==> config.mk <==
export PLATFORM = sky130hd
export DESIGN_NAME = program_counter
export DESIGN_NICKNAME = d
export VERILOG_FILES = /design/src/rtl/hack_pkg.sv /design/src/rtl/word_register.sv /design/src/rtl/program_counter.sv
export SDC_FILE = /design/constraint.sdc
export NUM_CORES = 1
export LEC_CHECK = 0
export CAP_MARGIN = 5
export CORE_ASPECT_RATIO = 1.5
export CORE_UTILIZATION = 46
export CTS_CLUSTER_DIAMETER = 100
export DETAILED_ROUTE_END_ITERATION = 7
export PLACE_DENSITY = 0.83
export SYNTH_ARGS = -nofsm -noshare
export SYNTH_HDL_FRONTEND = slang
export SYNTH_SLANG_ARGS = --single-unit
==> constraint.sdc <==
create_clock -name clk -period 8.5 [get_ports clk]
set_clock_uncertainty 0.1 [all_clocks]
set_input_delay 0.85 -clock clk [delete_from_list [all_inputs] [get_ports clk]]
set_output_delay 0.85 -clock clk [all_outputs]
set_load 0.01 [all_outputs]
==> src/rtl/hack_pkg.sv <==
// Shared Hack-platform definitions used by the CPU, ALU, RAM and PC blocks.
//   WORD_WIDTH : native data/address word width
//   WORD_ZERO  : all-zero word, the reset/clear value
package hack_pkg;

  localparam int unsigned WORD_WIDTH = 16;
  localparam logic [WORD_WIDTH-1:0] WORD_ZERO = '0;

endpackage : hack_pkg

==> src/rtl/word_register.sv <==
// WIDTH-bit register built from WIDTH independent Bit cells sharing one load.
// The cells carry no reset or initialiser; clearing is done by the caller.
//   clk  : rising-edge clock
//   load : write enable common to every Bit cell
//   in   : word to capture when load=1
//   out  : stored word (straight from the cells)
module word_register
  import hack_pkg::*;
#(
  parameter int unsigned WIDTH = WORD_WIDTH
) (
  input  logic             clk,
  input  logic             load,
  input  logic [WIDTH-1:0] in,
  output logic [WIDTH-1:0] out
);

  logic [WIDTH-1:0] bits;

  // One Bit cell per position: hold unless load is asserted.
  for (genvar g = 0; g < WIDTH; g++) begin : g_bit
    always_ff @(posedge clk) begin
      if (load) begin
        bits[g] <= in[g];
      end
    end
  end

  assign out = bits;

endmodule : word_register

==> src/rtl/program_counter.sv <==
// Hack program counter: hold / increment / load / clear, one-cycle latency.
// Priority at each rising edge: reset > load > inc > hold.
//   clk   : rising-edge clock
//   reset : synchronous active-high clear
//   in    : jump target, captured when load=1 and reset=0
//   load  : load in on the next edge
//   inc   : increment on the next edge (mod 2^WIDTH)
//   out   : current counter value, registered
module program_counter
  import hack_pkg::*;
#(
  parameter int unsigned WIDTH = WORD_WIDTH
) (
  input  logic             clk,
  input  logic             reset,
  input  logic [WIDTH-1:0] in,
  input  logic             load,
  input  logic             inc,
  output logic [WIDTH-1:0] out
);

  localparam logic [WIDTH-1:0] ZERO = WIDTH'(WORD_ZERO);

  if (WIDTH < 2) begin : g_width_check
    $error("program_counter: WIDTH must be >= 2");
  end

  logic [WIDTH-1:0] inc_val;
  logic [WIDTH-1:0] inc_mux;
  logic [WIDTH-1:0] load_mux;
  logic [WIDTH-1:0] next_val;
  logic             carry;

  // Half-adder ripple: add one, final carry discarded so the count wraps.
  always_comb begin
    inc_val = '0;
    carry   = 1'b1;
    for (int unsigned i = 0; i < WIDTH; i++) begin
      inc_val[i] = out[i] ^ carry;
      carry      = carry & out[i];
    end
  end

  // Three 2:1 word muxes; the outermost (reset) has the highest priority.
  always_comb begin
    inc_mux  = inc   ? inc_val : out;
    load_mux = load  ? in      : inc_mux;
    next_val = reset ? ZERO    : load_mux;
  end

  // State register is written every cycle; the mux chain decides what.
  word_register #(
    .WIDTH (WIDTH)
  ) u_state (
    .clk  (clk),
    .load (1'b1),
    .in   (next_val),
    .out  (out)
  );

endmodule : program_counter
==> metrics.cfg, run 1 <==
[clock_network]
clock_sinks = 16
cts_tree = built
cts_inserted_buffers = 3
cts_root_buffer = clkbuf_4
postCtsSetupBuffers = 0
count_of_cells_resized_by_post_cts_repair = 0
worst_skew_pair.late_latency_ns = 0.28
cts.hold.buffers_added = 0
cts_buffer_depth = 2
post_cts_clock_slew_at_the_launch_and_capture_registers_of_the_worst_setup_and_hold_paths_ns = 0.10
htree_levels = 1

[place]
gp_congestion = 0.6317
detailed_place_hpwl_um = 1396
dpl_cell_area_um2 = 1277
io_buffers = 35
pre_cts_ws_ns = 4.973

[detailed_routing]
drt_iter0_drc = 3
drt-vias-per-instance = 5.446
routedWlPerCell_um = 14.53
drt.antenna.violating_nets = 0
overall_routed_net_length_um = 2019
first_pass_iters = 3
vias = 757
drt_drc_violations_left = 0

[min_path]
hold_path.class = reg2reg

[worst_setup_path]
timing.rr.start = u_state.out[0]
r2r_slack_ns = 4.96
setup.worst_path.end = u_state.out[15]
timing.critical_path.depth = 16
cell_with_the_largest_stage_delay_on_the_worst_path = dfxtp_1
critical_path.cell_chain = ha_1 > ha_1 > ha_1 > ha_1 > ha_1 > ha_1 > ha_1 > ha_1 > ha_1 > ha_1 > ha_1 > ha_1 > ha_1 > ha_1 > a211oi_1 > a2111oi_2
cp_data_required_time_ns = 8.54
critical_path.max_stage_delay_ns = 0.34
top_family_by_delay_on_critical_path = adder cells
worstSetupPathType = reg2reg
worstSetupEndpointType = flop
critical-path-top-cell-by-count = ha_1
worstSetupStartpointType = flop
cp_data_arrival_time_ns = 3.57
path_max_fanout = 3
timing.rr.end = u_state.out[15]
cp_num_buf_inv = 0
startpoint = u_state.out[0]
ff2ff_path_depth = 16

[global_routing]
grt_antenna_before_repair = 0
pin_count_of_the_biggest_net_entering_global_routing = 20
groute.usage.overall = 0.2123
global_route.overflow_total = 0
vias_in_the_first_global_route = 788
grt_first_pass_wirelength_um = 3443

[final_layout]
fin_nets = 154
stdcell_area_um2 = 1300
fillerInstances = 151
commonest_cells_after_routing_fill_and_taps_aside = 35 x clkdlybuf4s50_1, 16 x dfxtp_1, 15 x nor2b_1
syn_to_final_growth_pct = 36.35
layout.cells.most_common = clkdlybuf4s50_1
largest_register_ff_count = 16
drive_above_1_share = 0.05085
antenna-diode-count = 0

[yosys]
syn-instance-count = 86
synthesis.yosys.warnings = 0
synth_area_leader_cell = dfxtp_1
ys_ff_latch = 16
synth.cell_area_um2 = 953.4
syn_avg_cell_area_um2 = 11.09
synth.top_cells.by_area = dfxtp_1 34%, ha_1 18%, mux2i_1 15%
synth_top_cell_area_share = 0.3360
synth.yosys.seq_area_share = 0.3360
synthDistinctLibCells = 15
synthesis.nets = 120

[status]
outcome = complete, no violations

[die]
fp.dieH_um = 57.76
placementRows = 19
pin_count = 36
die_width_um = 39.17
coreArea_um2 = 1878
start_util = 0.5077
fp.dieArea_um2 = 2262

[timing]
maxSlewHeadroom = 0.3484
report.final.hold_viol_count = 0
period_minus_slack_ns = 3.536
rsz_0062_raised_after_global_routing = no
maxClockFrequency_mhz = 282.8
finalMaxSlewViolations = 0
finalSetupTns_ns = 0
final_critical_path_setup_slack_ns = 4.964
final.hold.worst_slack_ns = 0.4776
finalSetupViolCount = 0
worst_pin_slew_ns = 0.9744
period_share = 0.4160

[flow_run]
maxCapViolations = 0

[power_and_ir_drop]
peak_supply_drop_v = 0.00009548
power_density_nw_per_um2 = 130.8
p_leak_uw = 0.0005758

[routing by layer]
| metal | global-route usage | part of all wire | vias to the layer above | wire length [um] |
|---|---|---|---|---|
| met2 | 0.3310 | 0.45 | 26 | 916 |
| met4 | 0.07389 | 0.015 | 0 | 31 |
| li1 | - | - | 382 | - |
| met1 | 0.2917 | 0.48 | 345 | 977 |
| met3 | 0.03448 | 0.047 | 4 | 94 |
| met5 | 0 | 0 | - | 0 |
[cell usage after synthesis, drive strengths merged]
cell     number
ha           14
inv           2
clkbuf        1
buf           5
and4b         1
nor2b        15
mux2i        14
a211oi       16
xnor2         1
dfxtp        16
a2111oi       1
[how the worst min path moves through the flow]
stage,startpoint,end,slack (ns),cells past startpoint
floorplan,u_state.out[1],u_state.out[1],0.47,2
global placement,u_state.out[8],u_state.out[8],0.46,2
detailed placement,u_state.out[14],u_state.out[14],0.47,2
CTS,u_state.out[14],u_state.out[14],0.48,2
global route,u_state.out[7],u_state.out[7],0.52,2
finish,u_state.out[14],u_state.out[14],0.48,2
[where the power goes]
part,switching (uW),internal (uW)
clock,23.8,16.4
combinational,17.3,27.0
sequential,4.84,80.8
total,45.9,124
[final cells by class]
class | count | area (um^2) | area share
timing repair buffer | 35 | 350.3 | 0.2695
inverter | 2 | 7.507 | 0.005775
multi-input combinational | 62 | 573.1 | 0.4408
clock buffer | 3 | 22.52 | 0.01732
tap | 21 | 26.28 | 0.02021
sequential | 16 | 320.3 | 0.2464
[through the flow]
stage | power, uW | instances | util
2_1_floorplan | 109.2 | 86 | -
3_3_place_gp | 130.6 | 136 | 0.6802
3_5_place_dp | 131.7 | 136 | 0.6802
4_1_cts | 172.3 | 139 | 0.6922
5_1_grt | 181.5 | 139 | 0.6922
6_report | 170.1 | 139 | 0.6922
[kinds of logic (layout without fill, tap and decap cells)]
group / Yosys count / in the layout / synth area share
XOR/XNOR: 1 / 1 / 0.009188
AND/OR/NAND/NOR: 16 / 16 / 0.1089
multiplexers: 14 / 14 / 0.1470
AO/OA/AOI/OAI: 17 / 17 / 0.1522
adder cells (fa/ha/maj): 14 / 14 / 0.1837
buffers and inverters: 8 / 40 / 0.06299
flip-flops: 16 / 16 / 0.3360
[tightest hold or removal path: stages, from the launching register on]
cell,delay [ns]
dfxtp_1,0.34
mux2i_1,0.12
a211oi_1,0.08
(Power assumes the default switching activity.)
==> inputs of run 2 (changes only) <==
CORE_UTILIZATION = 39   (was 46)
PLACE_DENSITY = 0.75   (was 0.83)
clock period = 3 ns   (was 8.5 ns; I/O delays follow)
==> run 2 against run 1 <==
Against the previous run: register-to-register slack got worse by 5.1 ns; sequential share of layout area is 3.3 points lower; routed wire length rose by 6.5%; sequential power increased to 2.9 times the previous value; critical path depth unchanged; clock power rose to 3.0 times the previous value; largest cell class unchanged; final area grew 17%; the run now ends with negative setup slack left; worst setup slack got worse by 5.1 ns.
==> metrics.cfg, run 2 (same netlist as run 1, synthesis figures left out) <==
[power_and_ir_drop]
p_leak_uw = 0.0005641
clock_power_share = 0.237
p_sw_uw = 141.8
power.share.switching = 0.2788
comb_power_share = 0.272
peak_supply_drop_v = 0.0002179
cell_internal_pwr_uw = 366.8
sequentialPowerShare = 0.490
power_density_nw_per_um2 = 334.0

[status]
violations = negative setup slack
outcome = finished with violations

[min_path]
hold_path.class = in2reg

[timing]
finalSetupViolCount = 2
finalMaxSlewViolations = 0
final_critical_path_setup_slack_ns = -0.09987
report.final.hold_viol_count = 0
maxSlewHeadroom = 0.3266
rsz_0062_raised_after_global_routing = yes
period_minus_slack_ns = 3.100
period_share = 1.033
worst_pin_slew_ns = 1.007
maxClockFrequency_mhz = 322.6
finalSetupTns_ns = -0.1860

[final_layout]
fin_nets = 157
layout.cells.most_common = clkdlybuf4s50_1
antenna-diode-count = 0
drive_above_1_share = 0.2295
syn_to_final_growth_pct = 59.71
largest_register_ff_count = 16
final_cell_count_no_fill = 145
commonest_cells_after_routing_fill_and_taps_aside = 35 x clkdlybuf4s50_1, 15 x nor2b_1, 14 x ha_4, 14 x dfxtp_1, 13 x mux2i_1

[clock_network]
cts_root_buffer = clkbuf_4
post_cts_clock_slew_at_the_launch_and_capture_registers_of_the_worst_setup_and_hold_paths_ns = 0.10
cts_tree = built
worst_skew_pair.late_latency_ns = 0.28
cts.hold.buffers_added = 0
cts_buffer_depth = 2
cts_inserted_buffers = 3
htree_levels = 1
clock_sinks = 16

[worst_setup_path]
cp_num_buf_inv = 0
top_family_by_delay_on_critical_path = adder cells
critical_path.cell_chain = ha_4 > ha_4 > ha_4 > ha_4 > ha_4 > ha_4 > ha_4 > ha_4 > ha_4 > ha_4 > ha_4 > ha_4 > ha_4 > ha_4 > and4b_1 > a2111oi_2
critical_path.max_stage_delay_ns = 0.36
worstSetupStartpointType = flop
cell_with_the_largest_stage_delay_on_the_worst_path = dfxtp_4
worstSetupPathType = reg2reg
worstSetupEndpointType = flop
cp_data_arrival_time_ns = 3.19
critical-path-top-cell-by-count = ha_4
cp_data_required_time_ns = 3.09
path_max_fanout = 2

[detailed_routing]
routedWlPerCell_um = 14.83
drt.antenna.violating_nets = 0
drt-vias-per-instance = 5.428
vias = 787
drt_drc_violations_left = 0
drt_iter0_drc = 4
overall_routed_net_length_um = 2150
first_pass_iters = 3

[global_routing]
pin_count_of_the_biggest_net_entering_global_routing = 19
vias_in_the_first_global_route = 800
global_route.overflow_total = 0
grt_antenna_before_repair = 0
grt_first_pass_wirelength_um = 3622
groute.usage.overall = 0.1756

[die]
fp.dieH_um = 62.56
die_width_um = 42.37
placementRows = 21
coreArea_um2 = 2260
start_util = 0.4219
fp.dieArea_um2 = 2650
pin_count = 36

[place]
io_buffers = 35
dpl.cell_count = 141
detailed_place_hpwl_um = 1549
gp_congestion = 0.6464

[flow_run]
maxCapViolations = 0

run 2: cell count changes in the layout (fill, tap and decap cells not counted), moves of 2 or more:
cell      delta
a211oi_1     -2
a211oi_2     +2
dfxtp_1      -2
ha_1        -14
ha_4        +14
buf_4        +3
run 2: metal layers:
layer  vias up  global-route usage  share of wire  routed length [um]
met1       371              0.2272           0.44                 939
met4         0             0.07031         0.0093                  20
met2        22              0.2904           0.51                1099
met3         2             0.02023          0.042                  90
met5         -                   0              0                   0
li1        392                   -              -                   -
run 2: power by group through the flow:
| stage | clock network (uW) | registers [uW] | logic [uW] |
|---|---|---|---|
| 4_1_cts | 126 | 249 | 138 |
| 3_3_place_gp | 0 | 253 | 134 |
| 5_1_grt | 133 | 252 | 151 |
| 3_5_place_dp | 0 | 254 | 137 |
| 2_1_floorplan | 0 | 261 | 60.8 |
| 6_report | 121 | 249 | 139 |
run 2: through the flow:
| step | util | power [uW] | instance area [um^2] | worst slack, ns | hold WS [ns] |
|---|---|---|---|---|---|
| final | 0.6739 | 508.6 | 1523 | -0.09987 | 0.4833 |
| after global routing | 0.6739 | 536.2 | 1523 | -0.1731 | 0.4968 |
| after CTS | 0.6678 | 512.9 | 1509 | -0.1445 | 0.4732 |
| after detailed placement | 0.6561 | 391.6 | 1483 | -0.1067 | 0.4980 |
| after global placement | 0.6561 | 387.5 | 1483 | -0.05114 | 0.4804 |
| after floorplan | - | 321.4 | 1134 | 0.002009 | 0.2554 |
run 2: cell type report:
type	count	area, um^2
repair buffers	38	372.9
well taps	23	28.78
fillers	192	737.0
flip-flops and latches	16	325.3
clock buffers	4	26.28
multi-input cells	62	762.0
inverters	2	7.507
run 2: final timing paths:
path,startpoint,endpoint,slack (ns),cells past startpoint
max,u_state.out[0],u_state.out[15],-0.1,16
max reg2reg,u_state.out[0],u_state.out[15],-0.1,16
min reg2reg,u_state.out[8],u_state.out[8],0.50,2
min,in[15],u_state.out[15],0.48,3
run 2: what timing repair did:
item                       4_1_cts  5_1_grt
pin swaps                        1        0
gates resized for setup          0        3
setup endpoints to repair        3        3
buffers inserted                 0        0
run 2: worst reg2reg max path, cell delays in order, from the launching register on:
cell       delay [ns]
dfxtp_4          0.36
ha_4             0.16
ha_4             0.15
ha_4             0.15
ha_4             0.15
ha_4             0.15
ha_4             0.15
ha_4             0.15
ha_4             0.16
ha_4             0.16
ha_4             0.16
ha_4             0.16
ha_4             0.16
ha_4             0.16
ha_4             0.15
and4b_1          0.17
a2111oi_2        0.19
==> inputs of run 3 (changes only) <==
MAX_ROUTING_LAYER = met4   (was not set)
SLEW_MARGIN = 20   (was not set)
==> run 3 against run 2 <==
Against the previous run: the run still ends with negative setup slack left; critical path depth unchanged; first-iteration DRC count increased by 75%; die area unchanged; largest cell class unchanged.
==> metrics.cfg, run 3 (same netlist as run 1, synthesis figures left out) <==
[clock_network]
clock_sinks = 16
worst_skew_pair.late_latency_ns = 0.28
post_cts_clock_slew_at_the_launch_and_capture_registers_of_the_worst_setup_and_hold_paths_ns = 0.10
cts_inserted_buffers = 3
cts.hold.buffers_added = 0
cts_tree = built
cts_root_buffer = clkbuf_4
htree_levels = 1
cts_buffer_depth = 2

[final_layout]
drive_above_1_share = 0.2295
fin_nets = 157
final_cell_count_no_fill = 145
fillerInstances = 192
layout.cells.most_common = clkdlybuf4s50_1
syn_to_final_growth_pct = 59.71
regArea_um2 = 325.3
largest_register_ff_count = 16
combined_area_of_the_multi_input_logic_cells_um2 = 762.0
antenna-diode-count = 0
commonest_cells_after_routing_fill_and_taps_aside = 35 x clkdlybuf4s50_1, 15 x nor2b_1, 14 x ha_4, 14 x dfxtp_1, 13 x mux2i_1

[global_routing]
grt_first_pass_wirelength_um = 3615
grt_antenna_before_repair = 0
groute.usage.overall = 0.1802
pin_count_of_the_biggest_net_entering_global_routing = 19
vias_in_the_first_global_route = 800
global_route.overflow_total = 0

[die]
pin_count = 36
die_width_um = 42.37
coreArea_um2 = 2260
fp.dieH_um = 62.56
placementRows = 21
start_util = 0.4219
fp.dieArea_um2 = 2650

[min_path]
timing.hold.worst_path_depth = 3
hold_path.class = in2reg
worst_hold_startpoint = in[15]
min_to = u_state.out[15]

[worst_setup_path]
top_family_by_delay_on_critical_path = adder cells
startpoint = u_state.out[0]
cp_data_required_time_ns = 3.09
timing.rr.end = u_state.out[15]
critical_path.cell_chain = ha_4 > ha_4 > ha_4 > ha_4 > ha_4 > ha_4 > ha_4 > ha_4 > ha_4 > ha_4 > ha_4 > ha_4 > ha_4 > ha_4 > and4b_1 > a2111oi_2
cp_data_arrival_time_ns = 3.19
timing.rr.start = u_state.out[0]
worstSetupStartpointType = flop
critical_path.max_stage_delay_ns = 0.36
worstSetupEndpointType = flop
worstSetupPathType = reg2reg
r2r_slack_ns = -0.1
cell_with_the_largest_stage_delay_on_the_worst_path = dfxtp_4
critical-path-top-cell-by-count = ha_4
path_max_fanout = 2
cp_num_buf_inv = 0
ff2ff_path_depth = 16

[detailed_routing]
first_pass_iters = 3
routedWlPerCell_um = 14.86
drt_iter0_drc = 7
vias = 783
drt_drc_violations_left = 0
drt-vias-per-instance = 5.400
overall_routed_net_length_um = 2155
drt.antenna.violating_nets = 0

[timing]
maxClockFrequency_mhz = 322.6
report.final.hold_viol_count = 0
finalSetupTns_ns = -0.1819
rsz_0062_raised_after_global_routing = yes
maxSlewHeadroom = 0.3270
final.hold.worst_slack_ns = 0.4851
finalMaxSlewViolations = 0
final_critical_path_setup_slack_ns = -0.09990
finalSetupViolCount = 2
period_minus_slack_ns = 3.100
worst_pin_slew_ns = 1.006
period_share = 1.033

[place]
io_buffers = 35
gp_congestion = 0.6520
dpl.cell_count = 141
detailed_place_hpwl_um = 1549

[status]
outcome = finished with violations
violations = negative setup slack

[power_and_ir_drop]
power_density_nw_per_um2 = 333.9
p_leak_uw = 0.0005641
peak_supply_drop_v = 0.0002177
post_layout_total_power_uw = 508.5

[flow_run]
maxCapViolations = 0

run 3: cell counts in the layout (fill, tap and decap cells not counted):
No cell type changed its count.
run 3: how the worst max path moves through the flow:
stage               cells past startpoint         endpoint
global route                           16  u_state.out[15]
global placement                       16  u_state.out[15]
detailed placement                     16  u_state.out[14]
CTS                                    16  u_state.out[14]
floorplan                              16  u_state.out[15]
finish                                 16  u_state.out[15]
run 3: where the power goes:
part / leakage, uW / internal (uW) / switching, uW
registers: 0.000134 / 229 / 20.4
logic: 0.000415 / 86.2 / 52.3
clock network: 0.0000150 / 51.6 / 68.9
total: 0.000564 / 367 / 142
run 3: area by class of cell:
class                           instances  share of cell area
Multi-Input combinational cell         62              0.5004
Timing Repair Buffer                   38              0.2449
Sequential cell                        16              0.2136
Tap cell                               23             0.01890
Clock buffer                            4             0.01726
Inverter                                2            0.004930
run 3: what timing repair did:
| item | 4_1_cts | 5_1_grt |
|---|---|---|
| setup buffers | 0 | 0 |
| resized for setup | 0 | 3 |
| pin swaps | 1 | 0 |
| endpoints found under the setup margin | 3 | 3 |
| endpoints found under the hold margin | 0 | 0 |
run 3: layer usage:
layer  global-route usage  up-vias  wire (um)
li1                     -      391          -
met4              0.07031        0         23
met3              0.02023        2         91
met1               0.2272      368        942
met5                    -        -          0
met2               0.2904       22       1098
run 3: metrics by stage:
step                      utilization  worst slack, ns  cell area [um^2]
final                          0.6739         -0.09990              1523
after floorplan                     -         0.002009              1134
after detailed placement       0.6561          -0.1067              1483
after global routing           0.6739          -0.1731              1523
after CTS                      0.6678          -0.1445              1509
after global placement         0.6561         -0.05114              1483
run 3: tightest hold or removal path, stage by stage:
cell,delay (ns)
clkdlybuf4s50_1,0.40
inv_1,0.07
a2111oi_2,0.06
